## src/rtl/handshake_rx_fifo.sv

```systemverilog
// handshake_rx_fifo: valid/ready receiver with FWFT buffer and sticky master protocol checker
module handshake_rx_fifo #(
  parameter int DATA_W = 8,
  parameter int DEPTH = 4,
  parameter int CNT_W = $clog2(DEPTH) + 1
) (
  input  logic              clk,
  input  logic              rst,
  input  logic              valid,
  input  logic [DATA_W-1:0] data_in_s,
  output logic              ready,
  input  logic              busy,
  output logic [DATA_W-1:0] data_out_s,
  output logic              out_valid,
  input  logic              out_ready,
  output logic [CNT_W-1:0]  level,
  output logic              proto_err
);
  localparam int AW = $clog2(DEPTH);
  localparam logic [CNT_W-1:0] FULL = CNT_W'(DEPTH);
  logic [DATA_W-1:0] mem [DEPTH];
  logic [AW-1:0] wr_ptr, rd_ptr;
  logic [DATA_W-1:0] data_q;
  logic stall_q, push, pop;
  // ready comes only from registered state and busy/rst, so out_ready never reaches it
  always_comb begin
    ready = !rst && !busy && (level != FULL);
    out_valid = level != '0;
    push = valid && ready;
    pop = out_valid && out_ready;
    data_out_s = out_valid ? mem[rd_ptr] : '0;
  end
  // storage is left unreset; push is already blocked during rst
  always_ff @(posedge clk)
    if (push) mem[wr_ptr] <= data_in_s;
  // pointers, occupancy and protocol checker
  always_ff @(posedge clk)
    if (rst) begin
      wr_ptr <= '0;
      rd_ptr <= '0;
      level <= '0;
      stall_q <= 1'b0;
      data_q <= '0;
      proto_err <= 1'b0;
    end else begin
      if (push) wr_ptr <= wr_ptr + AW'(1);
      if (pop) rd_ptr <= rd_ptr + AW'(1);
      level <= (push && !pop) ? level + CNT_W'(1) : (pop && !push) ? level - CNT_W'(1) : level;
      stall_q <= valid && !ready;
      data_q <= data_in_s;
      proto_err <= proto_err || (stall_q && (!valid || data_in_s != data_q));
    end
endmodule

```

## config.mk

```make
export PLATFORM = sky130hd
export DESIGN_NAME = handshake_rx_fifo
export DESIGN_NICKNAME = d
export VERILOG_FILES = /design/src/rtl/handshake_rx_fifo.sv
export SDC_FILE = /design/constraint.sdc
export NUM_CORES = 1
export LEC_CHECK = 0
export ABC_AREA = 1
export CAP_MARGIN = 40
export CELL_PAD_IN_SITES_DETAIL_PLACEMENT = 2
export CELL_PAD_IN_SITES_GLOBAL_PLACEMENT = 2
export CORE_ASPECT_RATIO = 0.5
export CORE_UTILIZATION = 31
export CTS_CLUSTER_DIAMETER = 50
export CTS_CLUSTER_SIZE = 8
export DETAILED_ROUTE_END_ITERATION = 6
export GPL_TIMING_DRIVEN = 0
export PLACE_DENSITY_LB_ADDON = 0.25
export SLEW_MARGIN = 40
export SYNTH_ARGS = -nofsm -noshare
export SYNTH_HDL_FRONTEND = slang
export SYNTH_SLANG_ARGS = --single-unit
```

## constraint.sdc

```tcl
create_clock -name clk -period 1.9 [get_ports clk]
set_input_delay 0.38 -clock clk [delete_from_list [all_inputs] [get_ports clk]]
set_output_delay 0.38 -clock clk [all_outputs]
set_load 0.05 [all_outputs]
```

==> results.json <==
{
  "status": "complete, but fails checks",
  "violations": "setup timing",
  "grt.total_usage": 0.1861,
  "cp_data_required_time_ns": 2.08,
  "path_class": "register to register",
  "drt-total-wl_um": 6661,
  "hold_depth": 2,
  "clk_pin_slew_ns": 0.07,
  "slew_viol_final": 0,
  "nNetsFinal": 283,
  "place_inst": 328,
  "r2r_setup_slack_ns": -0.03,
  "die_w_um": 119.6,
  "fp.dieH_um": 60.82,
  "num_rows": 20,
  "numCtsBuffers": 5,
  "routabilityCongestion": 0.6938,
  "ys_types": 26,
  "ys.warnings.count": 0,
  "hpwl_um": 4001,
  "placed_area_um2": 2580,
  "gr-total-overflow": 0,
  "start_util": 0.3374,
  "ant_nets": 0,
  "maxCapViolCount": 0,
  "slew_headroom": 0.6189,
  "grt_start_max_net_pins": 18,
  "die_area_um2": 7275,
  "post-route-period-util": 1.018,
  "fin_cells": 353,
  "num_vias": 1710,
  "hold_buffers": 0,
  "cts.path.max_buffers": 2,
  "final.fill_count": 672,
  "syn_area_um2": 2145,
  "synth_top_area_cell": "edfxtp_1",
  "drc_errors": 0,
  "drive_above_1_share": 0.3057,
  "worstHoldStart": "proto_err$_SDFF_PP0_",
  "worst_pin_slew_ns": 0.5711,
  "power.leakage_nw": 1.204,
  "numPortBuffers": 26,
  "insertion_delay_ns": 0.29,
  "synth-seq-cells": 51,
  "drtIter0Drc": 48,
  "fp.coreArea_um2": 6356,
  "cp_max_fo": 3,
  "routedWlPerCell_um": 18.87,
  "rsz0062_at_grt": "true",
  "peakVddDrop_mv": 0.5828,
  "antenna_found_initial": 0,
  "hold_violations": 0,
  "clock_skew_ns": 0.007792,
  "p_total_mw": 4.798,
  "synth-seq-area-share": 0.6254,
  "crit_arrival_ns": 2.12,
  "grt_pass1_wl_um": 9666,
  "ios": 27,
  "hold_class": "register to register",
  "final_common_cell": "nor2_1",
  "r2r-end": "level[2]$_SDFFE_PP0P_",
  "vias_per_cell": 4.844,
  "reg2reg_from": "level[2]$_SDFFE_PP0P_",
  "area_growth_pct": 42.42,
  "period_needed_ns": 1.934,
  "tritoncts": "yes",
  "grt_pass1_vias": 1838,
  "r2r_cells": 12,
  "synth_cells": 214,
  "synth_fp_nets": 233,
  "finalInstanceArea_um2": 3054,
  "firstDrtPassIters": 4,
  "synth_top_area_share": 0.4481,
  "yosys-top-cells-area": "edfxtp_1 45%, dfxtp_1 18%, nor2_1 8.2%, inv_1 5.6%, o21ai_0 4.4%",
  "cts_max_level": 2,
  "mostFrequentLayoutCells": "37 x nor2_1, 32 x edfxtp_1, 28 x inv_1, 19 x o21ai_1, 18 x nand2_1",
  "setup_viol": 1,
  "critPathLaunchType": "register",
  "whs_ns": 0.4601,
  "p_per_area_nw_per_um2": 1571,
  "cts.sinks": 51,
  "finalWorstSetupSlack_ns": -0.03430,
  "worstHoldEndpoint": "proto_err$_SDFF_PP0_",
  "fmax_ghz": 0.5170,
  "cp-end-kind": "register",
  "syn_area_per_cell_um2": 10.02,
  "root_buffer": "clkbuf_16",
  "antenna_cells": 0,
  "fin_util": 0.4805
}
## cells in the mapped netlist, drive strengths merged
cell    count
edfxtp     32
clkbuf      2
ha          5
fa          1
nand4       1
nor3        4
inv        33
nor2       48
clkinv      1
o211ai      1
o21ai      21
xnor2       2
xor2        1
dfxtp      19
nand3       1
a21oi      18
nand2      21
buf         3
## critical path, cell delays in order (launching register included)
cell and delay (ns):
dfxtp_4 0.37, inv_4 0.07, nor3_4 0.04, nor3_4 0.25
nand2_4 0.10, clkinv_4 0.06, ha_4 0.13, inv_4 0.04
fa_2 0.36, a21oi_2 0.12, o21ai_1 0.09, o21ai_1 0.14
a21oi_1 0.05
## cell type report
type                    count  area (µm²)  area share
well taps                  88       110.1     0.03605
clock buffers               5       125.1     0.04097
inverters                  34       143.9     0.04711
repair buffers             44       471.7      0.1544
multi-input cells         124       750.7      0.2458
flip-flops and latches     51        1358      0.4445
plain buffers               4       48.80     0.01598
clock inverters             3       46.29     0.01516
## per-stage QoR
stage | worst slack (ns) | setup TNS (ns)
6_report | -0.03430 | -0.03430
3_5_place_dp | -0.6753 | -23.59
2_1_floorplan | -0.3863 | -4.042
5_1_grt | -0.1342 | -0.4175
4_1_cts | -0.05153 | -0.07967
3_3_place_gp | -0.6007 | -21.15
## metal layers
metal	track usage	vias up	routed length, µm
li1	-	799	-
met1	0.2210	865	2805
met2	0.3592	37	3559
met3	0.03665	9	194
met4	0.04286	0	102
met5	0	-	0
## kinds of logic after synthesis
group,share of synthesized area
buffers and inverters,0.07235
AND/OR/NAND/NOR,0.1552
AO/OA/AOI/OAI,0.09627
flip-flops,0.6254
adder cells (fa/ha/maj),0.03851
XOR/XNOR,0.01225
## power by group
part | switching, mW | internal (mW) | total, mW | leakage, nW
combinational | 1.38 | 0.972 | 2.36 | 0.674
sequential | 0.103 | 1.28 | 1.38 | 0.449
clock | 0.434 | 0.627 | 1.06 | 0.0804
## state kept, by name, summed over array words and instances (netlist names), named ones only
name,flops
rd_ptr,2
mem,32
level,3
proto_err,1
wr_ptr,2
data_q,8
stall_q,1
## worst max path at each step
stage	from	endpoint	slack [ns]	cells after the start
2_1_floorplan	level[1]$_SDFFE_PP0P_	level[2]$_SDFFE_PP0P_	-0.39	11
3_3_place_gp	register	data_out_s[0]	-0.60	6
3_5_place_dp	register	data_out_s[0]	-0.68	6
4_1_cts	level[2]$_SDFFE_PP0P_	level[2]$_SDFFE_PP0P_	-0.05	12
5_1_grt	level[2]$_SDFFE_PP0P_	level[2]$_SDFFE_PP0P_	-0.13	12
6_report	level[2]$_SDFFE_PP0P_	level[2]$_SDFFE_PP0P_	-0.03	12
## repair_timing
| item | CTS | global route |
|---|---|---|
| buffers inserted | 13 | 4 |
| setup endpoints to repair | 47 | 37 |
| pin swaps | 8 | 15 |
| resized for setup | 87 | 37 |
| gates cloned | 1 | 0 |
(Power assumes the default switching activity.)
